[config.mk]
export PLATFORM = sky130hd
export DESIGN_NAME = isp_cmd_rx
export DESIGN_NICKNAME = d
export VERILOG_FILES = /design/src/rtl/isp_uart_pkg.sv /design/src/rtl/uart_rx_8n1.sv /design/src/rtl/isp_cmd_rx.sv
export SDC_FILE = /design/constraint.sdc
export NUM_CORES = 1
export LEC_CHECK = 0
export CAP_MARGIN = 25
export CORE_ASPECT_RATIO = 0.7
export CORE_MARGIN = 1
export CORE_UTILIZATION = 58
export DETAILED_ROUTE_END_ITERATION = 16
export GPL_TIMING_DRIVEN = 0
export PLACE_DENSITY = 0.9
export SYNTH_ARGS = -nofsm -noshare
export SYNTH_HDL_FRONTEND = slang
export SYNTH_SLANG_ARGS = --single-unit
[constraint.sdc]
create_clock -name clk -period 2.4 [get_ports clk]
set_input_delay 0.36 -clock clk [delete_from_list [all_inputs] [get_ports clk]]
set_output_delay 0.36 -clock clk [all_outputs]
set_load 0.02 [all_outputs]
[src/rtl/isp_uart_pkg.sv]
// Shared constants and state encodings for the ISP command receiver.
// Used by the 8N1 receiver and the frame parser.
package isp_uart_pkg;

  localparam logic [7:0] SYNC_BYTE = 8'hA5;
  localparam int CLKS_PER_BIT_DEF = 434;

  typedef enum logic [1:0] {
    RX_IDLE,
    RX_START,
    RX_DATA,
    RX_STOP
  } rx_state_e;

  typedef enum logic [1:0] {
    P_SYNC,
    P_CMD,
    P_ARG,
    P_CHK
  } p_state_e;

endpackage

[src/rtl/uart_rx_8n1.sv]
// 8N1 UART receiver: 2-FF synchronizer, mid-bit sampling,
// one-cycle byte strobe and frame-error pulse.
module uart_rx_8n1
  import isp_uart_pkg::*;
#(
  parameter int CLKS_PER_BIT = CLKS_PER_BIT_DEF
) (
  input  logic       clk,
  input  logic       reset,
  input  logic       i_rx,
  output logic       o_byte_vld,
  output logic [7:0] o_byte,
  output logic       o_frame_err,
  output logic       o_busy
);

  localparam int CW = $clog2(CLKS_PER_BIT);
  localparam logic [CW-1:0] LAST = CW'(CLKS_PER_BIT - 1);
  localparam logic [CW-1:0] HALF = CW'(CLKS_PER_BIT / 2 - 1);

  logic      sync1_q, sync2_q, prev_q;
  rx_state_e state_q, state_d;
  logic [CW-1:0] cnt_q, cnt_d;
  logic [2:0] bit_q, bit_d;
  logic [7:0] sh_q, sh_d;
  logic       err_q, err_d;
  logic       rx_s, fall;

  assign rx_s = sync2_q;
  assign fall = prev_q & ~rx_s;

  always_ff @(posedge clk) begin
    if (reset) begin
      sync1_q <= 1'b1;
      sync2_q <= 1'b1;
      prev_q  <= 1'b1;
      state_q <= RX_IDLE;
      cnt_q   <= '0;
      bit_q   <= '0;
      sh_q    <= '0;
      err_q   <= 1'b0;
    end else begin
      sync1_q <= i_rx;
      sync2_q <= sync1_q;
      prev_q  <= sync2_q;
      state_q <= state_d;
      cnt_q   <= cnt_d;
      bit_q   <= bit_d;
      sh_q    <= sh_d;
      err_q   <= err_d;
    end
  end

  always_comb begin
    state_d     = state_q;
    cnt_d       = cnt_q;
    bit_d       = bit_q;
    sh_d        = sh_q;
    err_d       = err_q;
    o_byte_vld  = 1'b0;
    o_frame_err = 1'b0;
    unique case (state_q)
      RX_IDLE: begin
        cnt_d = '0;
        if (fall) state_d = RX_START;
      end
      RX_START: begin
        if (cnt_q == HALF) begin
          cnt_d   = '0;
          bit_d   = '0;
          // line back high at mid start bit: treat as a glitch
          state_d = rx_s ? RX_IDLE : RX_DATA;
        end else begin
          cnt_d = cnt_q + CW'(1);
        end
      end
      RX_DATA: begin
        if (cnt_q == LAST) begin
          cnt_d = '0;
          sh_d  = {rx_s, sh_q[7:1]};
          bit_d = bit_q + 3'd1;
          if (bit_q == 3'd7) state_d = RX_STOP;
        end else begin
          cnt_d = cnt_q + CW'(1);
        end
      end
      RX_STOP: begin
        if (err_q) begin
          if (rx_s) begin
            err_d   = 1'b0;
            state_d = RX_IDLE;
          end
        end else if (cnt_q == LAST) begin
          cnt_d = '0;
          if (rx_s) begin
            o_byte_vld = 1'b1;
            state_d    = RX_IDLE;
          end else begin
            o_frame_err = 1'b1;
            err_d       = 1'b1;
          end
        end else begin
          cnt_d = cnt_q + CW'(1);
        end
      end
    endcase
  end

  assign o_byte = sh_q;
  assign o_busy = (state_q != RX_IDLE);

endmodule

[src/rtl/isp_cmd_rx.sv]
// ISP command receiver: parses A5/CMD/ARG/CHK frames from the UART
// and presents the command on a valid/ready output.
module isp_cmd_rx
  import isp_uart_pkg::*;
#(
  parameter int CLKS_PER_BIT = CLKS_PER_BIT_DEF,
  parameter int TIMEOUT_BITS = 20
) (
  input  logic       clk,
  input  logic       reset,
  input  logic       i_rx,
  output logic       o_cmd_valid,
  input  logic       i_cmd_ready,
  output logic [7:0] o_cmd,
  output logic [7:0] o_arg,
  output logic       o_frame_err,
  output logic       o_chk_err,
  output logic       o_overrun,
  output logic       o_busy
);

  localparam int TO_CYC = TIMEOUT_BITS * CLKS_PER_BIT;
  localparam int TW = $clog2(TO_CYC + 1);
  localparam logic [TW-1:0] TO_LAST = TW'(TO_CYC - 1);

  logic       byte_vld, frame_err, rx_busy, good;
  logic [7:0] rx_byte;

  p_state_e   p_q, p_d;
  logic [7:0] cmd_buf_q, cmd_buf_d, arg_buf_q, arg_buf_d;
  logic [7:0] cmd_q, cmd_d, arg_q, arg_d;
  logic [TW-1:0] to_q, to_d;
  logic       valid_q, valid_d;
  logic       chk_err_q, chk_err_d;
  logic       ovr_q, ovr_d;

  uart_rx_8n1 #(
    .CLKS_PER_BIT(CLKS_PER_BIT)
  ) u_rx (
    .clk        (clk),
    .reset      (reset),
    .i_rx       (i_rx),
    .o_byte_vld (byte_vld),
    .o_byte     (rx_byte),
    .o_frame_err(frame_err),
    .o_busy     (rx_busy)
  );

  always_ff @(posedge clk) begin
    if (reset) begin
      p_q       <= P_SYNC;
      cmd_buf_q <= '0;
      arg_buf_q <= '0;
      cmd_q     <= '0;
      arg_q     <= '0;
      to_q      <= '0;
      valid_q   <= 1'b0;
      chk_err_q <= 1'b0;
      ovr_q     <= 1'b0;
    end else begin
      p_q       <= p_d;
      cmd_buf_q <= cmd_buf_d;
      arg_buf_q <= arg_buf_d;
      cmd_q     <= cmd_d;
      arg_q     <= arg_d;
      to_q      <= to_d;
      valid_q   <= valid_d;
      chk_err_q <= chk_err_d;
      ovr_q     <= ovr_d;
    end
  end

  always_comb begin
    p_d       = p_q;
    cmd_buf_d = cmd_buf_q;
    arg_buf_d = arg_buf_q;
    cmd_d     = cmd_q;
    arg_d     = arg_q;
    valid_d   = valid_q;
    chk_err_d = 1'b0;
    ovr_d     = 1'b0;
    good      = 1'b0;

    if (p_q == P_SYNC || byte_vld) to_d = '0;
    else                           to_d = to_q + TW'(1);

    unique case (p_q)
      P_SYNC: if (byte_vld && rx_byte == SYNC_BYTE) p_d = P_CMD;
      P_CMD: if (byte_vld) begin
        cmd_buf_d = rx_byte;
        p_d       = P_ARG;
      end
      P_ARG: if (byte_vld) begin
        arg_buf_d = rx_byte;
        p_d       = P_CHK;
      end
      P_CHK: if (byte_vld) begin
        p_d = P_SYNC;
        if (rx_byte == (cmd_buf_q ^ arg_buf_q)) good = 1'b1;
        else                                    chk_err_d = 1'b1;
      end
    endcase

    // abandon a partial frame on a line error or inter-byte timeout
    if (p_q != P_SYNC &&
        (frame_err || (!byte_vld && to_q == TO_LAST)))
      p_d = P_SYNC;

    if (valid_q && i_cmd_ready) valid_d = 1'b0;
    if (good) begin
      if (!valid_q || i_cmd_ready) begin
        cmd_d   = cmd_buf_q;
        arg_d   = arg_buf_q;
        valid_d = 1'b1;
      end else begin
        ovr_d = 1'b1;
      end
    end
  end

  assign o_cmd_valid = valid_q;
  assign o_cmd       = cmd_q;
  assign o_arg       = arg_q;
  assign o_frame_err = frame_err;
  assign o_chk_err   = chk_err_q;
  assign o_overrun   = ovr_q;
  assign o_busy      = rx_busy | (p_q != P_SYNC);

endmodule

; Word level (Yosys, flattened, before mapping)
; Index checks and enable logic that the tools add are counted.
[word_totals]
out_inout_bits = 21
ff_bits = 77
[op_classes]
add_sub_neg = 3
mux = 38
bitwise_logic = 7
n_eq_ne = 22
n_reduce_logical = 25
[op_table]
columns = operator, count
row1 = 9-bit one-hot mux with 4 select lines, 1
row2 = 9-bit two-way mux, 3
row3 = 2-bit two-way mux, 12
row4 = 1-bit two-way mux, 17
row5 = 2-bit one-hot mux with 4 select lines, 2
row6 = "14-bit by 1-bit adder with 14-bit output, second input constant", 1
row7 = "14-bit equality test, second input constant", 1
row8 = "2-bit by 1-bit inequality test with 1-bit output, second input constant", 5
row9 = "9-bit by 1-bit adder with 9-bit output, second input constant", 1
row10 = "9-bit by 8-bit equality test with 1-bit output, second input constant", 1
row11 = "9-bit equality test, second input constant", 1
row12 = "2-bit equality test, second input constant", 4
row13 = 8-bit equality test, 1
row14 = "8-bit equality test, second input constant", 1
row15 = "2-bit inequality test, second input constant", 4
row16 = 2-bit AND reduction, 4
row17 = 8-bit XOR, 1
row18 = 3-bit two-way mux, 2
row19 = 3-bit one-hot mux with 2 select lines, 1
row20 = 2-bit nonzero test, 3
row21 = 2-bit OR reduction, 3
row22 = 5-bit AND reduction, 1
row23 = "2-bit by 1-bit equality test with 1-bit output, second input constant", 2
row24 = 1-bit logical AND, 4
row25 = other kinds (12), 19

; Logic depth before layout (Yosys ltp)
[logic_depth]
ltp_word = 9
depth_mapped = 9
mapped_depth_nobuf = 7

; Cells and area by module
; A second synthesis with hierarchy kept.
[hier_totals]
hier_cells = 394
area_unflattened_um2 = 3604.7
[by_module_without_submodules]
columns = mod, cells_each, n_inst, area_per_inst_um2
row1 = isp_cmd_rx, 266, 1, 2406.1
row2 = uart_rx_8n1, 128, 1, 1198.6

; Worst setup path before layout
; No wires, ideal clock.
[synth_path]
path_kind = register to register
start = register u_rx.sh_q[7], in the netlist u_rx.o_byte[7]
end = register arg_q[4], in the netlist o_arg[4]
path_stages_with_launch = 8
slack_ns = 0.423
setup_ns = 0.132
required_time_ns = 2.268
arrival_ns = 1.844
cell_sequence = dfxtp_1 -> xnor3_1 -> nand4_1 -> or4_1 -> buf_2 -> clkbuf_1 -> o21ai_0 -> a21oi_1
[synth_via]
elab_chain_len = 5
[synth_rtl]
columns = element, line
row1 = start: declaration, uart_rx_8n1.sv:25  ; logic [7:0] sh_q, sh_d;
row2 = start signal: assignment, uart_rx_8n1.sv:40  ; sh_q <= '0;
row3 = start signal: assignment, uart_rx_8n1.sv:49  ; sh_q <= sh_d;
row4 = 8-bit equality test, isp_cmd_rx.sv:99  ; if (rx_byte == (cmd_buf_q ^ arg_buf_q)) good = 1'b1;
row5 = 1-bit two-way mux, isp_cmd_rx.sv:99
row6 = 1-bit two-way mux, isp_cmd_rx.sv:97  ; P_CHK: if (byte_vld) begin
row7 = 1-bit two-way mux, isp_cmd_rx.sv:87  ; unique case (p_q)
row8 = 2-bit AND reduction (no source line), n/a
row9 = end signal: assignment, isp_cmd_rx.sv:65  ; arg_q <= arg_d;
row10 = end: declaration, isp_cmd_rx.sv:31  ; logic [7:0] cmd_q, cmd_d, arg_q, arg_d;
; Every way passes these cells.
; A chain may end at the register's enable or synchronous reset.

; Worst setup path after layout
[layout_path]
start = register u_rx.cnt_q[3]
end = output o_frame_err
[layout_via]
elab_chain_len = 4
[layout_rtl]
columns = element, line
row1 = start: declaration, uart_rx_8n1.sv:23  ; logic [CW-1:0] cnt_q, cnt_d;
row2 = start signal: assignment, uart_rx_8n1.sv:47  ; cnt_q <= cnt_d;
row3 = 9-bit equality test, uart_rx_8n1.sv:93  ; end else if (cnt_q == LAST) begin
row4 = 1-bit two-way mux, uart_rx_8n1.sv:93
row5 = 1-bit two-way mux, uart_rx_8n1.sv:88  ; if (err_q) begin
row6 = 1-bit two-way mux, uart_rx_8n1.sv:62  ; unique case (state_q)
row7 = end: declaration, isp_cmd_rx.sv:16  ; output logic o_frame_err,
; Every way passes these cells.

==> summary.md <==
| Metric | Value |
|---|---|
| R2r endpoint | `o_cmd[3]` |
| # IOs | `25` |
| Final worst-path cycle share | `0.961` |
| Worst Hold Endpoint | `u_rx.rx_s` |
| Setup crit end kind | `primary output` |
| Hold path depth | `1` |
| Inserted Clock Buffers | `9` |
| Yosys Warn Count | `0` |
| Port bufs | `23` |
| Vias in the first global route | `between 2000 and 3000` |
| Worst slack, placed | `-0.152 ns` |
| Initial Util | `0.608` |
| Rel. slew slack | `0.550` |
| Peak VDD IR | `between 0.0004 and 0.0005 V` |
| Share of cells above drive strength 1 | `0.0907` |
| Compound-Gate Fraction of Synth Area | `0.113` |
| DR pass1 iterations | `5` |
| Power Total | `approximately 2.5 mW` |
| Nets | `454` |
| Post-synthesis mux area share | `0.0286` |
| Top_reg_cell synth | `dfxtp_1` |
| Endpoints failing setup | `0` |
| Worst Max-Slew Pin Slew | `~0.67 ns` |
| Commonest non-fill, non-tap cells in the layout | `dfxtp_1, nand2_1, nor2_1` |
| Avg WL per Cell | `roughly 15 um` |
| Worst Path Arrival | `just under 2 ns` |
| Fin util | `0.713` |
| Setup_tns | `0 ns` |
| Hold Slack | `between 0.4 and 0.5 ns` |
| DR WL met2 | `between 3000 and 4000 um` |
| Top post-synthesis cells by area | `dfxtp_1, nand2_1, a21oi_1` |
| Placer congestion estimate | `0.870` |
| H-tree Lvls | `3` |
| Uppermost layer routed | `met4` |
| Worst reg-to-reg path cell count | `7` |
| Residual DRC | `0` |
| Async set-or-reset flop fraction in the synthesized netlist | `0` |
| Largest net degree at the start of global routing | `14` |
| Met3 routed wirelength | `555 um` |
| Routed Wire Length | `a little under 8000 um` |
| Clock Skews | `0.00991 ns` |
| Post-synthesis sequential area ratio | `0.441` |
| CTS clk-pin slew, worst paths | `0.08 ns` |
| Die H | `roughly 67 um` |
| Leak | `1.44 nW` |
| Reg-to-Reg Start | `arg_buf_q[6]` |
| Post-synth EDFFs | `0` |
| Crit Path Max Fanout | `8` |
| Reg2reg setup slack | `between 0.1 and 0.15 ns` |
| Most common cell after layout, fill and taps aside | `dfxtp_1` |
| Finished Cell Area | `between 4000 and 5000 sq um` |
| FF+latch count, synth | `77` |
| Final non-filler cell total | `between 500 and 600` |
| Placed insts | `498` |
| Final hold vios | `0` |
| Antenna cells | `0` |
| Yosys top cell area share | `0.441` |
| Setup crit start kind | `register` |
| Post-synthesis xor/xnor area fraction | `0.0987` |
| Worst skew pair latency | `around 0.36 ns` |
| Die Span X | `between 90 and 100 um` |
| Via count | `approximately 3000` |
| TritonCTS clock tree | `built` |
| Synthesized cell area | `around 3500 sq um` |
| Max-cap viol count | `0` |
| Row cnt | `23` |
| Synth Instances | `400` |
| Post-DP HPWL | `about 5300 um` |
| Status | `completed` |
| Largest family of logic cells by synthesized area | `simple AND/OR/NAND/NOR gates` |
| Crit path kind | `reg -> out` |
| Avg Synthesized Cell Area | `8.74 sq um` |
| Slew Limit Fails | `0` |
| Initial antenna violation count | `0` |
| Placed Area | `between 3000 and 4000 sq um` |
| Core region area | `about 5800 sq um` |
| Leading area contributor after synthesis | `dfxtp_1` |
| Routed vias/inst | `5.81` |
| Grt total ovfl | `0` |
| Synth cell types | `41` |
| Period minus WS final | `approximately 2.3 ns` |
| First-pass GRT wire length | `around 13000 um` |
| FMAX | `around 430 MHz` |
| HP Class | `reg -> reg` |
| Overall Global Routing Usage | `0.267` |
| Final WS setup | `slightly above 0.09 ns` |
| Longest Clk Path Bufs | `2` |
| Die footprint | `6350 sq um` |
| Cell Pwr Density | `~610 nW/um^2` |
| Worst path required time | `just over 2 ns` |
| Adder-Cell Fraction of Synth Area | `0.0501` |
| Drt initial violations | `between 200 and 250` |
| Detail Route Antenna Nets | `0` |
| Syn nets | `~420` |
| Clk root buf | `clkbuf_8` |
| Simple-Gate Fraction of Synth Area | `0.236` |
| Clock sink count | `between 70 and 80` |
| WL met1 | `3550 um` |
| Hold_sp | `u_rx.sync1_q` |
| Layout area overhead | `17.4%` |
## cell type report
cell class                 instances  area [sq um]
multi-input combinational        294          1870
fill                             406          1650
sequential                        77          1540
timing repair buffer              26           248
clock buffer                      11           151
tap                               75          93.8
clock inverter                     5          82.6
buffer                            16          68.8
inverter                          12          45.0
## state kept, by name (all words and copies together) (netlist names), 3 cells and up, named ones only
register     flops
u_rx.bit_q       3
u_rx.cnt_q       9
o_arg            8
o_cmd            8
to_q            14
arg_buf_q        8
u_rx.o_byte      8
cmd_buf_q        8
## cell usage after synthesis (all sizes together), types with 2 or more instances
library cell and number:
a21oi 39, inv 12, nor3 5, nand4bb 2
or3 3, a211oi 3, o21ai 20, xnor3 6
a21boi 2, nor2 42, nand2 55, clkbuf 13
mux2i 10, nand4 7, nor4 5, and2 2
or4 2, nand3 24, nor2b 4, o21bai 3
nand4b 2, buf 4, xor2 10, o31ai 2
nand2b 3, and3 4, xnor2 14, ha 14
dfxtp 77, or2 5
## worst max-delay path, cell delays in order (launching register included)
cell and delay, ns:
dfxtp_1 0.37, nand4bb_1 0.22, clkbuf_2 0.21, or4_1 0.57, inv_1 0.07, clkbuf_2 0.16
## metal layers
metal	track usage	up-vias
li1	-	1441
met1	0.346	1431
met2	0.421	108
met3	0.0753	19
met4	0.102	0
met5	0	-
## report_power, final
group          internal, mW  switching [mW]
Sequential             1.28         0.00747
Combinational        0.0316          0.0552
Clock                 0.642           0.487
Total                  1.96           0.550
## worst max path at each step
stage                   to            from
3_5_place_dp   o_frame_err   u_rx.cnt_q[0]
6_report       o_frame_err   u_rx.cnt_q[3]
2_1_floorplan     o_arg[4]  u_rx.o_byte[7]
3_3_place_gp   o_frame_err   u_rx.cnt_q[0]
5_1_grt           o_cmd[3]    arg_buf_q[6]
4_1_cts        o_frame_err   u_rx.cnt_q[3]
## cells by family after synthesis
logic type / count (synthesis)
mux: 10
fa+ha+maj: 14
simple gates: 168
xor+xnor: 30
compound gates: 72
buf+inv: 29
flops: 77
## repair_timing
action | in CTS | in global routing
endpoints found under the hold margin | 0 | 0
pin swaps | 0 | 3
hold buffers | 0 | 0
setup buffers | 1 | 2
endpoints found under the setup margin | 21 | 46
resized for setup | 4 | 12
(Power assumes the default switching activity.)
